**src/rtl/wasm_decode_pkg.sv**
```systemverilog
// wasm_decode_pkg: immediate kinds, trap codes, LEB byte limits and decoder states
package wasm_decode_pkg;
  localparam logic [2:0] KIND_ULEB32 = 3'd0;
  localparam logic [2:0] KIND_SLEB32 = 3'd1;
  localparam logic [2:0] KIND_ULEB64 = 3'd2;
  localparam logic [2:0] KIND_SLEB64 = 3'd3;
  localparam logic [2:0] KIND_F32 = 3'd4;
  localparam logic [2:0] KIND_F64 = 3'd5;
  localparam logic [2:0] TRAP_NONE = 3'd0;
  localparam logic [2:0] TRAP_OVERLONG = 3'd1;
  localparam logic [2:0] TRAP_BAD_BITS = 3'd2;
  localparam logic [2:0] TRAP_BAD_KIND = 3'd3;
  localparam logic [3:0] LEB_MAX32 = 4'd5;
  localparam logic [3:0] LEB_MAX64 = 4'd10;
  typedef enum logic [1:0] {S_IDLE, S_COLLECT, S_DONE, S_ERROR} state_e;
endpackage

```
**src/rtl/leb_final_check.sv**
```systemverilog
// leb_final_check: trap code for the last permitted LEB byte (kind, data in; trap out)
module leb_final_check
  import wasm_decode_pkg::*;
(
  input  logic [2:0] kind,
  input  logic [7:0] data,
  output logic [2:0] trap
);
  logic bad;
  always_comb begin
    bad = kind == KIND_ULEB32 ? |data[6:4] :
          kind == KIND_SLEB32 ? !(&data[6:3] || ~|data[6:3]) :
          kind == KIND_ULEB64 ? |data[6:1] :
                                !(&data[6:0] || ~|data[6:0]);
    trap = kind[2] ? TRAP_NONE : data[7] ? TRAP_OVERLONG : bad ? TRAP_BAD_BITS : TRAP_NONE;
  end
endmodule

```
**src/rtl/wasm_immediate_decoder.sv**
```systemverilog
// wasm_immediate_decoder: byte stream after an opcode -> LEB128/float immediate, bytes_used, sticky trap
module wasm_immediate_decoder
  import wasm_decode_pkg::*;
(
  input  logic        clk,
  input  logic        reset,
  input  logic        start,
  input  logic [2:0]  kind,
  input  logic [7:0]  in_data,
  input  logic        in_valid,
  output logic        in_ready,
  output logic [63:0] result,
  output logic        result_valid,
  input  logic        result_ready,
  output logic [3:0]  bytes_used,
  output logic        busy,
  output logic [2:0]  trap
);
  state_e state_q, state_d;
  logic [2:0] kind_q, kind_d, trap_q, trap_d, chk;
  logic [63:0] acc_q, acc_d, merged, sext, fin;
  logic [3:0] cnt_q, cnt_d;
  logic [6:0] sh, sh_end;
  logic is_leb, wide, at_max, last;
  leb_final_check u_chk (.kind(kind_q), .data(in_data), .trap(chk));
  always_comb begin
    is_leb = !kind_q[2];
    wide = kind_q[1];
    sh = is_leb ? 7'(cnt_q) * 7'd7 : {cnt_q, 3'b0};
    sh_end = sh + 7'd7;
    merged = is_leb ? acc_q | ({57'b0, in_data[6:0]} << sh) : acc_q | ({56'b0, in_data} << sh);
    sext = merged | (kind_q[0] && in_data[6] ? ~64'd0 << sh_end : 64'd0);
    fin = wide ? sext : {32'd0, sext[31:0]};
    at_max = cnt_q == (wide ? LEB_MAX64 - 4'd1 : LEB_MAX32 - 4'd1);
    last = is_leb ? !in_data[7] : cnt_q == (kind_q == KIND_F64 ? 4'd7 : 4'd3);
    state_d = state_q;
    kind_d = kind_q;
    acc_d = acc_q;
    cnt_d = cnt_q;
    trap_d = trap_q;
    if (state_q == S_IDLE && start) begin
      if (kind > KIND_F64) begin
        trap_d = TRAP_BAD_KIND;
        state_d = S_ERROR;
      end else begin
        kind_d = kind;
        acc_d = '0;
        cnt_d = '0;
        state_d = S_COLLECT;
      end
    end else if (state_q == S_COLLECT && in_valid) begin
      cnt_d = cnt_q + 4'd1;
      if (is_leb && at_max && chk != TRAP_NONE) begin
        trap_d = chk;
        state_d = S_ERROR;
      end else begin
        acc_d = last && is_leb ? fin : merged;
        state_d = last ? S_DONE : S_COLLECT;
      end
    end else if (state_q == S_DONE && result_ready) begin
      state_d = S_IDLE;
    end
  end
  always_ff @(posedge clk) begin
    if (reset) begin
      state_q <= S_IDLE;
      kind_q <= '0;
      acc_q <= '0;
      cnt_q <= '0;
      trap_q <= TRAP_NONE;
    end else begin
      state_q <= state_d;
      kind_q <= kind_d;
      acc_q <= acc_d;
      cnt_q <= cnt_d;
      trap_q <= trap_d;
    end
  end
  assign in_ready = state_q == S_COLLECT;
  assign result_valid = state_q == S_DONE;
  assign busy = state_q != S_IDLE;
  assign result = acc_q;
  assign bytes_used = cnt_q;
  assign trap = trap_q;
endmodule

```
**config.mk**
```make
export PLATFORM = sky130hd
export DESIGN_NAME = wasm_immediate_decoder
export DESIGN_NICKNAME = d
export VERILOG_FILES = /design/src/rtl/wasm_decode_pkg.sv /design/src/rtl/leb_final_check.sv /design/src/rtl/wasm_immediate_decoder.sv
export SDC_FILE = /design/constraint.sdc
export NUM_CORES = 1
export LEC_CHECK = 0
export CORE_ASPECT_RATIO = 0.7
export CORE_MARGIN = 10
export CORE_UTILIZATION = 33
export DETAILED_ROUTE_END_ITERATION = 10
export PLACE_DENSITY = 0.64
export SYNTH_ARGS = -nofsm -noshare
export SYNTH_HDL_FRONTEND = slang
export SYNTH_SLANG_ARGS = --single-unit
```
**constraint.sdc**
```tcl
create_clock -name clk -period 3.83 [get_ports clk]
set_input_delay 0.383 -clock clk [delete_from_list [all_inputs] [get_ports clk]]
set_output_delay 0.383 -clock clk [all_outputs]
set_load 0.02 [all_outputs]
```
==> run_results.csv <==
group,metric,value,unit
timing,report.final.slew_viol_count,0,
synth,mean_instance_size_in_the_synthesized_netlist,7.55,µm²
run,max-cap-violations,0,
critical_path,critical-path-max-stage-delay,0.51,ns
synth,synthArstFlopShare,0,%
worst_hold_path,timing.hold.worst.start,"result[12]",
drt,ant_nets,0,
critical_path,critical_path_peak_fanout,19,
drt,remaining_drc_errors,0,
clock_network,cts-htree-levels,3,
floorplan,initial_core_util,33.6,%
worst_hold_path,min-delay-path-class,"flop to flop",
drt,drt_pass_1_iters,5,
timing,worst_slew_margin_rel,39.7,%
floorplan,die_w,170,µm
synth,yosys_most_used_dff,"sky130_fd_sc_hd__dfxtp_1",
run_status,outcome,"finished clean",
cells_and_area,most-common-layout-cells,"88 x sky130_fd_sc_hd__o21ai_0, 88 x sky130_fd_sc_hd__clkdlybuf4s50_1, 75 x sky130_fd_sc_hd__a21oi_1",
critical_path,critical_path_required_time,4.05,ns
power_and_ir_drop,power_per_cell_area,327,nW/µm²
timing,worst_slew_pin_slew,0.903,ns
synth,synthDistinctLibCells,77,
power_and_ir_drop,design_power,2.19,mW
timing,clock-skew-final,0.00506,ns
clock_network,clock_insertion_delay_worst_skew,0.35,ns
place,globalplace.congestion,0.997,
place,dp_hpwl,15300,µm
global_routing,grt_start_max_net_pins,35,
synth,yosys_warnings,0,
floorplan,fp-row-count,38,
critical_path,critPathSlowestCell,"sky130_fd_sc_hd__fa_1",
cells_and_area,post_route_cells_drive_above_1_share,11.5,%
synth,synth_top_cell_by_area,"sky130_fd_sc_hd__dfxtp_1",
synth,ys_top_cells_by_area,"sky130_fd_sc_hd__dfxtp_1 29%, sky130_fd_sc_hd__o21ai_0 8.5%, sky130_fd_sc_hd__a21oi_1 7.3%",
drt,vias_per_cell,5.77,
power_and_ir_drop,power.leakage,2.33,nW
global_routing,grt_first_pass_wirelength,31100,µm
drt,avgRoutedWirePerCell,20.3,µm
critical_path,criticalPathCategory,"flop to flop",
clock_network,clk_pin_slew_worst_paths,0.06,ns
cells_and_area,n_antenna_cell,0,
clock_network,clk_buf_depth,2,
timing,final_number_of_setup_violating_endpoints,0,
clock_network,clock_sink_count,75,
drt,routed-via-count,5673,
global_routing,overflow,0,
critical_path,critPathMostFrequentCell,"sky130_fd_sc_hd__fa_1",
clock_network,tritoncts_clock_tree,"built",
timing,hold_ws,0.449,ns
critical_path,cells_traversed_along_the_worst_timing_path,"fa_1 -> ha_1 -> fa_1 -> xor2_2 -> o21a_2 -> nor4_4 -> mux2i_2 -> nor2_4 -> a2111oi_0 -> nor2_1",
floorplan,floorplan.die.height,125,µm
critical_path,worst-endpoint-arrival,3.93,ns
synth,synthCells,690,
critical_path,end_kind,"flop",
timing,setup_repair_after_global_routing_missed_its_margin,"false",
place,place.detailed.instances,968,
global_routing,grt_pass1_vias,5308,
synth,synth_enable_flop_cells,0,
floorplan,design.die.area,21300,µm²
timing,final_min_period_over_clock_period,96.8,%
synth,synth_area,5210,µm²
timing,setup_total_negative_slack,0,ns
cells_and_area,layout-area-overhead-vs-synth,28.7,%
clock_network,cts_inserted_buffers,9,
floorplan,standard_cell_core_area,15500,µm²
cells_and_area,num-nets-final,810,
critical_path,crit-reg2reg-launch,"bytes_used[2]",
synth,post_synthesis_register_bit_count,75,
cells_and_area,finish.cell_count_without_fillers,983,
timing,achievable-frequency,270,MHz
power_and_ir_drop,irDropWorstVdd,221,µV
synth,postSynthNetCount,721,
drt,drt_first_iter_violations,748,
place,port_buffers,88,
global_routing,groute.usage.overall,18.4,%
synth,synth_largest_type_area_fraction,28.8,%
drt,routed_wl,20000,µm
synth,synth_sequential_area_ratio,28.8,%
critical_path,crit_path_start,"bytes_used[2]",
floorplan,ios,90,
clock_network,clockRootBuffer,"sky130_fd_sc_hd__clkbuf_16",
timing,report.final.hold_viol_count,0,
global_routing,antenna_violations_before_repair,0,
critical_path,crit_path_start_kind,"flop",
clock_network,hold_bufs_at_cts,0,
timing,timing.final.crit_period,3.71,ns
## registers in the layout, indices dropped and copies added, names as in the netlist
name	count
result	64
bytes_used	4
kind_q	3
state_q	2
trap	2
## layout make-up
cell class                 instances  area, µm²
fill                            1580       8800
multi-input combinational        551       3430
sequential                        75       1500
timing repair buffer             124       1150
clock buffer                      11        253
tap                              200        250
inverter                          18       67.6
clock inverter                     4       50.0
## report_power, final
part,total (mW),internal [mW],switching (mW)
combinational,0.498,0.174,0.324
clock,0.881,0.535,0.346
sequential,0.811,0.794,0.0167
total,2.19,1.50,0.687
## routing by layer
metal  GRT usage, %  share of wire, %  vias to the layer above
met4           3.91              0.96                        0
met3           5.38                11                       15
met1           26.7                47                     2671
met5              0                 0                        -
met2           26.2                41                      270
li1               -                 -                     2717
## cell families after synthesis
group | synth area share, %
other | 0.0720
muxes | 4.13
xor gates and xnor gates | 2.02
buffers and inverters | 5.55
and+or+nand+nor | 21.6
DFF | 28.8
adders and majority gates | 4.18
AOI/OAI and AO/OA | 33.7
## Yosys cell counts, drive strengths merged, types with 4 or more instances
cell / instances
a2111oi: 5
a211o: 4
a211oi: 7
a21o: 6
a21oi: 76
a221oi: 9
a22oi: 14
a31oi: 10
and2: 6
and3: 5
buf: 21
clkbuf: 25
dfxtp: 75
fa: 4
ha: 11
inv: 18
mux2: 7
mux2i: 11
nand2: 67
nand2b: 7
nand3: 23
nor2: 63
nor2b: 10
nor3: 19
nor4: 4
o211ai: 6
o21ai: 100
o21ba: 4
o221ai: 6
o22ai: 7
or2: 4
or3: 6
xnor2: 7
## critical path: cells and delay by family (launching register included)
kind                       cells  cell delay (ns)
xor gates and xnor gates       1             0.20
DFF                            1             0.41
AOI/OAI and AO/OA              2             0.65
and+or+nand+nor                3             0.62
muxes                          1             0.49
adders and majority gates      3             1.20
## per-stage QoR
stage	util, %	setup WS (ns)	area, µm²
floorplan	-	0.192	5210
detailed placement	41.3	0.233	6400
finish	43.2	0.122	6700
global placement	41.3	0.302	6400
CTS	43.2	0.213	6700
global route	43.2	0.00493	6700
## path summary, 6_finish.rpt
check,to,slack [ns],cells past startpoint
setup / recovery,result[62],0.12,10
hold / removal,result[12],0.45,2
setup reg to reg,result[62],0.12,10
hold reg to reg,result[12],0.45,2
## what timing repair did
item | 4_1_cts | 5_1_grt
buffers inserted | 0 | 0
setup endpoints to repair | 0 | 1
endpoints found under the hold margin | 0 | 0
resized for setup | 0 | 1
Power figures use the tool's default switching activity.
